[config.mk]
export PLATFORM = sky130hd
export DESIGN_NAME = lu_acc
export DESIGN_NICKNAME = d
export VERILOG_FILES = /design/src/rtl/lu_pkg.sv /design/src/rtl/lu_core.sv /design/src/rtl/lu_acc.sv
export SDC_FILE = /design/constraint.sdc
export NUM_CORES = 1
export LEC_CHECK = 0
export CAP_MARGIN = 20
export CORE_MARGIN = 10
export CORE_UTILIZATION = 42
export DETAILED_ROUTE_END_ITERATION = 10
export PLACE_DENSITY = 0.72
export SYNTH_ARGS = -nofsm -noshare
export SYNTH_HDL_FRONTEND = slang
export SYNTH_SLANG_ARGS = --single-unit
[constraint.sdc]
create_clock -name clk -period 3.55 [get_ports clk]
set_clock_uncertainty 0.05 [all_clocks]
set_input_delay 1.065 -clock clk [delete_from_list [all_inputs] [get_ports clk]]
set_output_delay 1.065 -clock clk [all_outputs]
set_load 0.03 [all_outputs]
[src/rtl/lu_pkg.sv]
// Shared opcode encodings for the lu_acc logic slice.
package lu_pkg;

    localparam int unsigned OPW = 3;

    localparam logic [OPW-1:0] OP_AND   = 3'b000;
    localparam logic [OPW-1:0] OP_NAND  = 3'b001;
    localparam logic [OPW-1:0] OP_OR    = 3'b010;
    localparam logic [OPW-1:0] OP_NOR   = 3'b011;
    localparam logic [OPW-1:0] OP_XOR   = 3'b100;
    localparam logic [OPW-1:0] OP_XNOR  = 3'b101;
    localparam logic [OPW-1:0] OP_NOTA  = 3'b110;
    localparam logic [OPW-1:0] OP_PASSB = 3'b111;

endpackage

[src/rtl/lu_core.sv]
// Combinational W-bit bitwise function unit: all eight logic ops, no carries.
module lu_core
    import lu_pkg::*;
#(
    parameter int unsigned W = 8
) (
    input  logic [OPW-1:0] op,
    input  logic [W-1:0]   a,
    input  logic [W-1:0]   b,
    output logic [W-1:0]   result
);

    always_comb begin
        result = '0;
        case (op)
            OP_AND:   result = a & b;
            OP_NAND:  result = ~(a & b);
            OP_OR:    result = a | b;
            OP_NOR:   result = ~(a | b);
            OP_XOR:   result = a ^ b;
            OP_XNOR:  result = ~(a ^ b);
            OP_NOTA:  result = ~a;
            OP_PASSB: result = b;
            default:  result = '0;
        endcase
    end

endmodule

[src/rtl/lu_acc.sv]
// Logic unit with registered valid/ready output stage and chaining accumulator.
// Optional registered parity output out_par when LU_ACC_PARITY_EN is defined.
module lu_acc
    import lu_pkg::*;
#(
    parameter int unsigned     W       = 8,
    parameter logic [W-1:0]    ACC_RST = '0
) (
    input  logic           clk,
    input  logic           reset,
    input  logic           in_valid,
    output logic           in_ready,
    input  logic [OPW-1:0] op,
    input  logic           use_acc,
    input  logic [W-1:0]   a,
    input  logic [W-1:0]   b,
    input  logic           acc_clr,
    output logic           out_valid,
    input  logic           out_ready,
    output logic [W-1:0]   out_data,
    output logic           out_zero,
`ifdef LU_ACC_PARITY_EN
    output logic           out_par,
`endif
    output logic [W-1:0]   acc
);

    logic [W-1:0] opa;
    logic [W-1:0] result;
    logic         accept;

    logic         out_valid_q, out_valid_d;
    logic [W-1:0] out_data_q,  out_data_d;
    logic         out_zero_q,  out_zero_d;
    logic [W-1:0] acc_q,       acc_d;
`ifdef LU_ACC_PARITY_EN
    logic         out_par_q,   out_par_d;
`endif

    assign opa      = use_acc ? acc_q : a;
    assign in_ready = !out_valid_q || out_ready;
    assign accept   = in_valid && in_ready;

    lu_core #(.W(W)) u_core (
        .op     (op),
        .a      (opa),
        .b      (b),
        .result (result)
    );

    always_comb begin
        out_valid_d = out_valid_q;
        out_data_d  = out_data_q;
        out_zero_d  = out_zero_q;
        acc_d       = acc_q;
`ifdef LU_ACC_PARITY_EN
        out_par_d   = out_par_q;
`endif
        if (accept) begin
            out_valid_d = 1'b1;
            out_data_d  = result;
            out_zero_d  = (result == '0);
`ifdef LU_ACC_PARITY_EN
            out_par_d   = ^result;
`endif
        end else if (out_ready) begin
            out_valid_d = 1'b0;
        end
        // Clear wins over the accept write; the accepted op already saw the old acc.
        if (acc_clr) begin
            acc_d = ACC_RST;
        end else if (accept) begin
            acc_d = result;
        end
    end

    always_ff @(posedge clk) begin
        if (reset) begin
            out_valid_q <= 1'b0;
            out_data_q  <= '0;
            out_zero_q  <= 1'b0;
            acc_q       <= ACC_RST;
`ifdef LU_ACC_PARITY_EN
            out_par_q   <= 1'b0;
`endif
        end else begin
            out_valid_q <= out_valid_d;
            out_data_q  <= out_data_d;
            out_zero_q  <= out_zero_d;
            acc_q       <= acc_d;
`ifdef LU_ACC_PARITY_EN
            out_par_q   <= out_par_d;
`endif
        end
    end

    assign out_valid = out_valid_q;
    assign out_data  = out_data_q;
    assign out_zero  = out_zero_q;
    assign acc       = acc_q;
`ifdef LU_ACC_PARITY_EN
    assign out_par   = out_par_q;
`endif

endmodule
======== Yosys cells after proc, flatten, opt, wreduce, memory -nomap -nowiden ========
Index checks and enable logic that the tools add are counted.
cells by class
  equal/unequal tests ..................... 7
  multiplexer cells ....................... 4
  bitwise logic cells ..................... 7
  reductions and logical operators ........ 7
operators with widths
  operator                                                         number
  8-bit case mux with 8 select lines                               1
  8-bit inverter                                                   4
  3-bit == test, second input constant                             4
  8-bit AND                                                        1
  8-bit logical NOT                                                1
  8-bit two-way mux                                                1
  8-bit OR                                                         1
  8-bit XOR                                                        1
  3-bit by 2-bit == test with 1-bit output, second input constant  2
  3-bit by 1-bit == test with 1-bit output, second input constant  1
  3-bit logical NOT                                                1
  1-bit two-way mux                                                2
  2-bit nonzero test                                               1
  2-bit OR reduction                                               1
  1-bit logical AND                                                1
  1-bit logical NOT                                                1
  1-bit logical OR                                                 1
word-level totals
  flip-flop bits (word level) ............. 18
  output and inout bits ................... 19
  logic and storage cells ................. 29

======== Logic depth before layout (Yosys ltp) ========
Gate-level depths: netlist of run 1.
  word-level depth ........................ 5
  mapped depth ............................ 10
  gate-level depth less buffers ........... 9

======== Modules after synthesis ========
A second synthesis of run 1 with hierarchy kept.
unflattened totals
  cell total of the unflattened synthesis .. 217
  area, all modules ....................... 1813.0 um2
by module, submodules not included
  module   times used  cells an instance  area an instance (um2)  seq. area each (um2)
  lu_core  1           133                973.4                   0.0
  lu_acc   1           84                 839.6                   360.3

======== Worst setup path before layout of run 1 ========
Ideal clock, no wire load.
  path type ............................... input-to-reg
  start ................................... in use_acc
  end ..................................... reg out_zero_q (netlist: out_zero)
  setup time .............................. 0.084 ns
  arrival time ............................ 2.880 ns
  required time ........................... 3.416 ns
  slack ................................... 0.536 ns
  stages .................................. 9
  path buffers ............................ 1
  cell sequence ........................... buf_6 > mux2_4 > inv_1 > ha_1 > mux2_2 > nor2_1 > o32a_1 > or3b_1 > o31ai_2
on the way
  longest elaborated chain between the ends .. 5
  elaborated cells on any way between the ends .. 10
  classes of those cells .................. mux: 2; bitwise: 7; reduce/logical: 1
ends and longest elaborated chain
  item                                      line                                         text
  start, declared                           lu_acc.sv:14                                 input logic use_acc,
  8-bit two-way mux (*)                     lu_acc.sv:40                                 assign opa = use_acc ? acc_q : a;
  8-bit XOR, or another cell as far along   lu_core.sv:20, lu_core.sv:21
  8-bit inverter, on equally long branches  lu_core.sv:21, lu_core.sv:17, lu_core.sv:19
  8-bit case mux with 8 select lines (*)    lu_core.sv:15                                case (op)
  8-bit logical NOT (*)                     lu_acc.sv:62                                 out_zero_d = (result == '0);
  end signal, assigned                      lu_acc.sv:89                                 out_zero_q <= out_zero_d;
  end, declared                             lu_acc.sv:34                                 logic out_zero_q, out_zero_d;
Mark *: on every way between the ends. The rest lies on a longest branch, timed or not.
A chain may end at the register's enable or synchronous reset.

======== Worst setup path after layout of run 1 ========
  start ................................... in out_ready
  end ..................................... out in_ready
on the way
  longest elaborated chain between the ends .. 1
ends and longest elaborated chain
  item              line          text
  start, declared   lu_acc.sv:19  input logic out_ready,
  1-bit logical OR  lu_acc.sv:41  assign in_ready = !out_valid_q || out_ready;
  end, declared     lu_acc.sv:12  output logic in_ready,
No other way between the ends.

==> results.toml, run 1 <==
[outcome]
status = "complete, no violations"

[route]
wl_mm = 3.76
drt_first_iter_violations = 75
dr.pass1.iters = 4
postRouteAntennaNets = 0
drc = 0
via_per_inst = 5.01
post_drt_wl_per_cell_um = 12.9
dr_total_vias = 1462

[cells_and_area]
nets = 287
fillerInstances = 336
antenna_cells = 0
drive_gt1_share_pct = 11.9
finalCoreUtilization_pct = 58.6
syn_to_final_growth_pct = 36.0

[die]
ios = 44
rows = 22
core_area_um2 = 3610
start_util_pct = 43.1
die_x_um = 80.8
die_area_um2 = 6530
die_h_um = 80.8

[clock_network]
post_cts_resized = 0
cts_sinks = 18
worstSkewPairLatency_ns = 0.25
ctsHoldBuffers = 0
clk_path_buf_depth = 2
htree_levels = 1
numCtsBuffers = 3
cts-root-buf = "clkbuf_8"
cts_tree = "built"
cts.clk_slew.worst_paths_ns = 0.06
postCtsSetupRepairBufs = 0

[grt]
grt_pass1_wl_mm = 5.97
grt_pass1_vias = 1308
antenna_found_initial = 0
track_usage_pct = 11.1
grt_max_degree = 19
grt_remaining_overflow = 0

[timing]
finalHoldViolCount = 0
rsz0062_at_grt = "false"
maxSlewViolCount = 0
fmax_ghz = 0.288
finalSetupViolCount = 0
period_minus_slack_ns = 3.47
fin_crit_sh_pct = 97.7
worstMarginPinSlew_ns = 0.560
slew_headroom_pct = 62.7

[synthesis]
syn_inst = 194
syn_nets = 235
synth_most_common_cell = "inv_1"
synth_top_cells_by_count = "21 x inv_1, 18 x a21oi_1, 18 x dfxtp_1"
avgSynthCellArea_um2 = 8.00
synth_top_area_share_pct = 23.2
yosys.area.top_type = "dfxtp_1"
synth-edff-count = 0
synth.cell_area_um2 = 1550
seq_area_frac_synth_pct = 23.2
async_flop_share_pct = 0
synthTopCellsByArea = "dfxtp_1 23%, ha_1 13%, mux2i_1 6.4%"
ys.flop_type = "dfxtp_1"
ys_ff_latch = 18
ys_warn_count = 0
ys_types = 43

[place]
dp_hpwl_mm = 3.05
gp_congestion = 0.774
portBuffers = 43

[run]
max-cap-violations = 0

[worst_setup_path]
cp.required_ns = 2.43
critPathArrivalTime_ns = 2.35
r2r-start = "acc[3]$_SDFFE_PP0P_"
cp_max_fo = 4
crit_type = "in2out"
end_kind = "primary output"
reg2reg_depth = 8
timing.rr.end = "out_zero$_SDFFE_PP0P_"
reg2reg_slack_ns = 1.41
cp-start-kind = "input port"

[power]
power_frac_clock_pct = 23.1
finalPower_uw = 597
ir_worst_vdd_v = 0.000170
switchingPower_uw = 189
p_seq_share_pct = 37.2
intPower_uw = 408
comb_power_share_pct = 39.8
pwr_density_cell_nw_per_um2 = 283
p_leak_nw = 0.924
p_sw_share_pct = 31.7

[min_path]
hp-start = "out_data[6]$_SDFFE_PP0P_"
holdPathEnd = "out_data[6]$_SDFFE_PP0P_"
hold_path_class = "reg2reg"
hold_depth = 2
==> worst max-delay path by stage <==
stage	startpoint	to	slack (ns)
after floorplan	use_acc	out_zero$_SDFFE_PP0P_	0.54
after global placement	use_acc	out_zero$_SDFFE_PP0P_	-0.03
after detailed placement	use_acc	out_zero$_SDFFE_PP0P_	-0.06
after CTS	out_ready	in_ready	0.08
after global routing	use_acc	out_zero$_SDFFE_PP0P_	0.03
final	out_ready	in_ready	0.08
==> critical path: stages <==
cell and delay, ns:
clkdlybuf4s50_1 0.44, nand2b_1 0.15, clkdlybuf4s50_1 0.69
==> layer usage <==
metal  GRT usage [%]  wire [µm]
met2            18.1       1710
met5               0          0
met3            4.42        301
met4            2.60         36
met1            13.5       1710
==> power groups by stage <==
| stage | logic (mW) | registers [mW] | clock network (mW) |
|---|---|---|---|
| 6_report | 0.237 | 0.222 | 0.138 |
| 5_1_grt | 0.262 | 0.223 | 0.151 |
| 4_1_cts | 0.241 | 0.222 | 0.140 |
| 3_5_place_dp | 0.239 | 0.226 | 0 |
| 3_3_place_gp | 0.236 | 0.226 | 0 |
| 2_1_floorplan | 0.123 | 0.251 | 0 |
==> logic make-up after synthesis <==
kind of cell / count (synthesis) / share of synthesized area, %
XOR/XNOR: 4 / 2.26
AND/OR/NAND/NOR: 57 / 18.9
multiplexers: 15 / 10.6
AO/OA/AOI/OAI: 51 / 21.4
adder cells (fa/ha/maj): 16 / 12.9
flip-flops: 18 / 23.2
buffers and inverters: 33 / 10.8
==> sequential cells by signal, indices dropped and copies added, names as in the netlist <==
register	count
out_zero	1
out_data	8
out_valid	1
acc	8
==> layout make-up <==
cell class / count / area (µm²) / area share [%]
clock buffers: 3 / 41.3 / 1.95
repair buffers: 58 / 543 / 25.7
well taps: 48 / 60.1 / 2.84
flip-flops and latches: 18 / 360 / 17.1
multi-input cells: 143 / 1020 / 48.5
inverters: 22 / 82.6 / 3.91
==> cells in the final DEF, fill, tap and decap left out, drive strengths merged, types with 4 or more instances in the layout <==
cell            n
mux2i          10
dfxtp          18
nand2b          5
nor2b           6
clkdlybuf4s50  43
a211oi          4
a21oi          18
mux2            5
buf            15
nand2          17
ha             16
o21ai          12
nor2           12
inv            22
==> metrics by stage <==
step / instance area, µm² / cells / worst slack [ns] / setup TNS (ns) / hold WS (ns)
3_3_place_gp: 2070 / 289 / -0.0271 / -0.0271 / 0.394
4_1_cts: 2110 / 292 / 0.0803 / 0 / 0.408
3_5_place_dp: 2070 / 289 / -0.0640 / -0.0664 / 0.399
5_1_grt: 2110 / 292 / 0.0323 / 0 / 0.425
2_1_floorplan: 1550 / 194 / 0.536 / 0 / 0.534
6_report: 2110 / 292 / 0.0811 / 0 / 0.405
No activity file was read; power rests on OpenSTA's default activity.
==> run 2: changes to the inputs <==
--- a/config.mk
+++ b/config.mk
@@ -10,6 +10,8 @@
 export CORE_UTILIZATION = 42
 export DETAILED_ROUTE_END_ITERATION = 10
 export PLACE_DENSITY = 0.72
+export REMOVE_ABC_BUFFERS = 1
+export SLEW_MARGIN = 15
 export SYNTH_ARGS = -nofsm -noshare
 export SYNTH_HDL_FRONTEND = slang
 export SYNTH_SLANG_ARGS = --single-unit
==> run 2 against run 1 <==
  * Via count rose by 3.2%
  * Die area did not move
  * Register-to-register slack got worse by 0.09 ns
  * Routed wire length rose by 8.0%
==> results.toml, run 2 (same netlist as run 1, synthesis figures left out) <==
[route]
dr.pass1.iters = 4
wl_mm = 4.06
via_per_inst = 5.06
dr_total_vias = 1509
wl_met3_um = 311
wl_met2_mm = 1.93
drc = 0
routed.top_layer = "met4"
wl_met1_mm = 1.79
drt_first_iter_violations = 61
post_drt_wl_per_cell_um = 13.6
postRouteAntennaNets = 0

[worst_setup_path]
crit_slowest_cell = "clkdlybuf4s50_1"
cp_max_fo = 2
crit_type = "in2out"
slowest_delay_ns = 0.68
cp-start-kind = "input port"
end_kind = "primary output"
cp.required_ns = 2.43
reg2reg_depth = 9
path_cells = "clkdlybuf4s50_1 -> nand2b_1 -> clkdlybuf4s50_1"
cpMostUsedCell = "clkdlybuf4s50_1"
path_depth = 3
critPathArrivalTime_ns = 2.30
worst-path-buf-inv = 2
crit_family = "buffers and inverters"

[timing]
worstMarginPinSlew_ns = 0.554
finalHoldViolCount = 0
tns_ns = 0
fmax_ghz = 0.293
maxSlewViolCount = 0
slew_headroom_pct = 63.1
layout_setup_ws_ns = 0.132
fin_crit_sh_pct = 96.3
rsz0062_at_grt = "false"
period_minus_slack_ns = 3.42
finalSetupViolCount = 0

[cells_and_area]
layout_common_cells = "43 x clkdlybuf4s50_1, 21 x inv_1, 20 x buf_4"
antenna_cells = 0
nets = 292
finalCoreUtilization_pct = 60.0
syn_to_final_growth_pct = 39.3
drive_gt1_share_pct = 14.0
design_area_um2 = 2160
final_common_cell = "clkdlybuf4s50_1"

[grt]
grt_pass1_vias = 1442
antenna_found_initial = 0
grt_pass1_wl_mm = 6.64
grt_remaining_overflow = 0
grt_max_degree = 19
track_usage_pct = 12.6

[run]
max-cap-violations = 0

[power]
finalPower_uw = 635
p_leak_nw = 0.954
pwr_density_cell_nw_per_um2 = 294
ir_worst_vdd_v = 0.000144

[place]
portBuffers = 43
placed_cell_area_um2 = 2110
dpl_worst_slack_ns = -0.110
dp_hpwl_mm = 3.35
gp_congestion = 0.812

[clock_network]
numCtsBuffers = 3
clk_path_buf_depth = 2
ctsHoldBuffers = 0
worstSkewPairLatency_ns = 0.26
cts.clk_slew.worst_paths_ns = 0.07
cts_sinks = 18
postCtsSetupRepairBufs = 0
post_cts_resized = 0
cts_tree = "built"
htree_levels = 1
cts-root-buf = "clkbuf_8"

[outcome]
status = "complete, no violations"

[die]
core_area_um2 = 3610
die_x_um = 80.8
rows = 22
die_h_um = 80.8
die_area_um2 = 6530
ios = 44
start_util_pct = 43.1

[min_path]
hold_depth = 2
hold_path_class = "reg2reg"
==> run 2: changes by cell type in the layout (fill, tap and decap cells not counted), sizes merged <==
| cell | change |
|---|---|
| buf | +5 |
| clkbuf | +1 |
==> run 2: per-layer routing <==
metal | up-vias | track usage (%)
li1 | 788 | -
met1 | 682 | 15.1
met2 | 35 | 20.7
met3 | 4 | 5.19
met4 | 0 | 2.60
met5 | - | 0
==> run 2: worst paths after layout <==
check | start | endpoint | slack, ns
setup reg to reg | acc[2]$_SDFFE_PP0P_ | out_zero$_SDFFE_PP0P_ | 1.32
hold reg to reg | out_data[7]$_SDFFE_PP0P_ | out_data[7]$_SDFFE_PP0P_ | 0.41
setup / recovery | out_ready | in_ready | 0.13
hold / removal | out_data[7]$_SDFFE_PP0P_ | out_data[7]$_SDFFE_PP0P_ | 0.41
==> run 2: area by class of cell <==
class                           instances  area (µm²)
Fill cell                             340        1440
Multi-Input combinational cell        143        1020
Tap cell                               48        60.1
Timing Repair Buffer                   63         581
Sequential cell                        18         360
Inverter                               22        82.6
Clock buffer                            4        55.1
==> run 2: stage by stage <==
step	cells	hold slack (ns)
final	298	0.407
after global routing	298	0.420
after CTS	298	0.413
after detailed placement	294	0.402
after global placement	294	0.394
after floorplan	183	0.528
==> run 2: where the power goes <==
part           internal (mW)  total (mW)  switching, mW
logic                  0.123       0.246          0.123
registers              0.215       0.222        0.00740
clock network         0.0986       0.167         0.0679
total                  0.436       0.635          0.199
==> run 2: worst min-delay path, delay by kind of cell (launching register included) <==
| kind | cells | cell delay [ns] |
|---|---|---|
| compound gates | 1 | 0.05 |
| simple gates | 1 | 0.05 |
| flops | 1 | 0.31 |
==> run 3: changes to the inputs <==
--- a/config.mk
+++ b/config.mk
@@ -6,10 +6,9 @@
 export NUM_CORES = 1
 export LEC_CHECK = 0
 export CAP_MARGIN = 20
-export CORE_MARGIN = 10
 export CORE_UTILIZATION = 42
 export DETAILED_ROUTE_END_ITERATION = 10
-export PLACE_DENSITY = 0.72
+export PLACE_DENSITY = 0.75
 export REMOVE_ABC_BUFFERS = 1
 export SLEW_MARGIN = 15
 export SYNTH_ARGS = -nofsm -noshare
==> constraint.sdc (replaced) <==
create_clock -name clk -period 3 [get_ports clk]
set_clock_uncertainty 0.05 [all_clocks]
set_input_delay 0.9 -clock clk [delete_from_list [all_inputs] [get_ports clk]]
set_output_delay 0.9 -clock clk [all_outputs]
set_load 0.03 [all_outputs]
==> run 3 against run 2 <==
  * Die area fell by 40%
  * Register-to-register slack got worse by 0.49 ns
  * Power rose by 20%
  * Sequential power rose by 18%
  * Critical path depth rose by 6
  * Global-route usage rose by 8.1 points
  * Combinational power rose by 24%
  * Routed wire length fell by 8.7%
  * Critical endpoint is now out_zero$_SDFFE_PP0P_
  * Via count rose by 3.7%
  * Non-clock buffer count rose by 9
==> results.toml, run 3 (same netlist as run 1, synthesis figures left out) <==
[route]
wl_mm = 3.71
post_drt_wl_per_cell_um = 12.2
postRouteAntennaNets = 0
drt_first_iter_violations = 95
via_per_inst = 5.13
drc = 0
dr_total_vias = 1565
dr.pass1.iters = 4

[grt]
antenna_found_initial = 0
grt_pass1_vias = 1570
grt_remaining_overflow = 0
track_usage_pct = 20.7
grt_max_degree = 22
grt_pass1_wl_mm = 6.55

[cells_and_area]
antenna_cells = 0
syn_to_final_growth_pct = 43.8
final_common_cell = "clkdlybuf4s50_1"
nets = 301
layout_common_cells = "41 x clkdlybuf4s50_1, 29 x buf_4, 21 x inv_1"
finalCoreUtilization_pct = 64.9
drive_gt1_share_pct = 17.8

[worst_setup_path]
end_kind = "flop"
path_depth = 9
cp.required_ns = 3.13
critPathArrivalTime_ns = 3.04
crit_slowest_cell = "clkdlybuf4s50_1"
r2r-start = "acc[3]$_SDFFE_PP0P_"
reg2reg_depth = 8
slowest_delay_ns = 0.41
timing.rr.end = "out_zero$_SDFFE_PP0P_"
crit_type = "in2reg"
crit_family = "compound AO/OA/AOI/OAI gates"
cp-start-kind = "input port"
reg2reg_slack_ns = 0.83
critical_path.endpoint = "out_zero$_SDFFE_PP0P_"
worst-path-buf-inv = 2
critPathLaunch = "a[3]"
path_cells = "clkdlybuf4s50_1 -> mux2_4 -> inv_1 -> ha_1 -> mux2_2 -> nor2_1 -> o32a_1 -> or3b_1 -> o31ai_2"
cp_max_fo = 2

[clock_network]
cts_tree = "built"
cts_sinks = 18
cts-root-buf = "clkbuf_8"
cts.clk_slew.worst_paths_ns = 0.07
numCtsBuffers = 3
clk_path_buf_depth = 2
ctsHoldBuffers = 0
htree_levels = 1
postCtsSetupRepairBufs = 0
worstSkewPairLatency_ns = 0.25

[die]
die_h_um = 62.8
rows = 21
die_x_um = 62.8
die_area_um2 = 3940
start_util_pct = 45.1
ios = 44
core_area_um2 = 3440

[power]
finalPower_uw = 764
p_leak_nw = 1.00
pwr_density_cell_nw_per_um2 = 342
ir_worst_vdd_v = 0.000319

[timing]
rsz0062_at_grt = "false"
fin_crit_sh_pct = 97.2
fmax_ghz = 0.343
layout_setup_ws_ns = 0.0847
finalHoldViolCount = 0
period_minus_slack_ns = 2.92
slew_headroom_pct = 61.6
maxSlewViolCount = 0
finalSetupViolCount = 0
worstMarginPinSlew_ns = 0.576

[outcome]
status = "complete, no violations"

[min_path]
hold_path_class = "reg2reg"

[place]
portBuffers = 43
dp_hpwl_mm = 3.02
dpl_worst_slack_ns = -0.433
gp_congestion = 0.888

[run]
max-cap-violations = 0
run 3: what timing repair did:
| item | CTS | global route |
|---|---|---|
| setup endpoints to repair | 9 | 3 |
| endpoints found under the hold margin | 0 | 0 |
| resized for setup | 1 | 2 |
run 3: how the worst min path moves through the flow:
stage | from | cells after the start | slack (ns) | endpoint
floorplan | out_data[0]$_SDFFE_PP0P_ | 2 | 0.53 | out_data[0]$_SDFFE_PP0P_
global placement | out_data[0]$_SDFFE_PP0P_ | 2 | 0.39 | out_data[0]$_SDFFE_PP0P_
detailed placement | out_data[0]$_SDFFE_PP0P_ | 2 | 0.40 | out_data[0]$_SDFFE_PP0P_
CTS | out_data[0]$_SDFFE_PP0P_ | 2 | 0.41 | out_data[0]$_SDFFE_PP0P_
global route | out_data[0]$_SDFFE_PP0P_ | 2 | 0.43 | out_data[0]$_SDFFE_PP0P_
finish | out_data[0]$_SDFFE_PP0P_ | 2 | 0.40 | out_data[0]$_SDFFE_PP0P_
run 3: stage by stage:
step | setup TNS [ns] | hold slack [ns] | std cells | cell area [µm²]
CTS | 0 | 0.406 | 305 | 2240
floorplan | 0 | 0.528 | 183 | 1470
global placement | -3.31 | 0.394 | 301 | 2180
finish | 0 | 0.405 | 305 | 2230
global route | 0 | 0.433 | 305 | 2230
detailed placement | -4.23 | 0.397 | 301 | 2180
run 3: worst register-to-register path, cell delays in order, from the launching register on:
cell and delay (ns):
dfxtp_1 0.33, mux2_4 0.26, inv_1 0.06, ha_1 0.22, mux2_2 0.22, nor2_1 0.03, o32a_1 0.35, or3b_1 0.37
o31ai_2 0.21
run 3: layout make-up:
| cell class | count | area, µm² |
|---|---|---|
| fill | 298 | 1210 |
| multi-input combinational | 143 | 1020 |
| timing repair buffer | 72 | 653 |
| sequential | 18 | 360 |
| inverter | 22 | 82.6 |
| tap | 46 | 57.6 |
| clock buffer | 4 | 55.1 |
run 3: power by group:
part / switching [mW] / internal (mW)
clock network: 0.0809 / 0.117
registers: 0.00860 / 0.254
logic: 0.149 / 0.155
run 3: metal layers:
metal | vias up | GRT usage [%] | part of all wire, %
li1 | 805 | - | -
met5 | - | 0 | 0
met2 | 41 | 36.8 | 48
met1 | 712 | 25.1 | 46
met3 | 7 | 4.01 | 3.9
met4 | 0 | 5.52 | 1.5
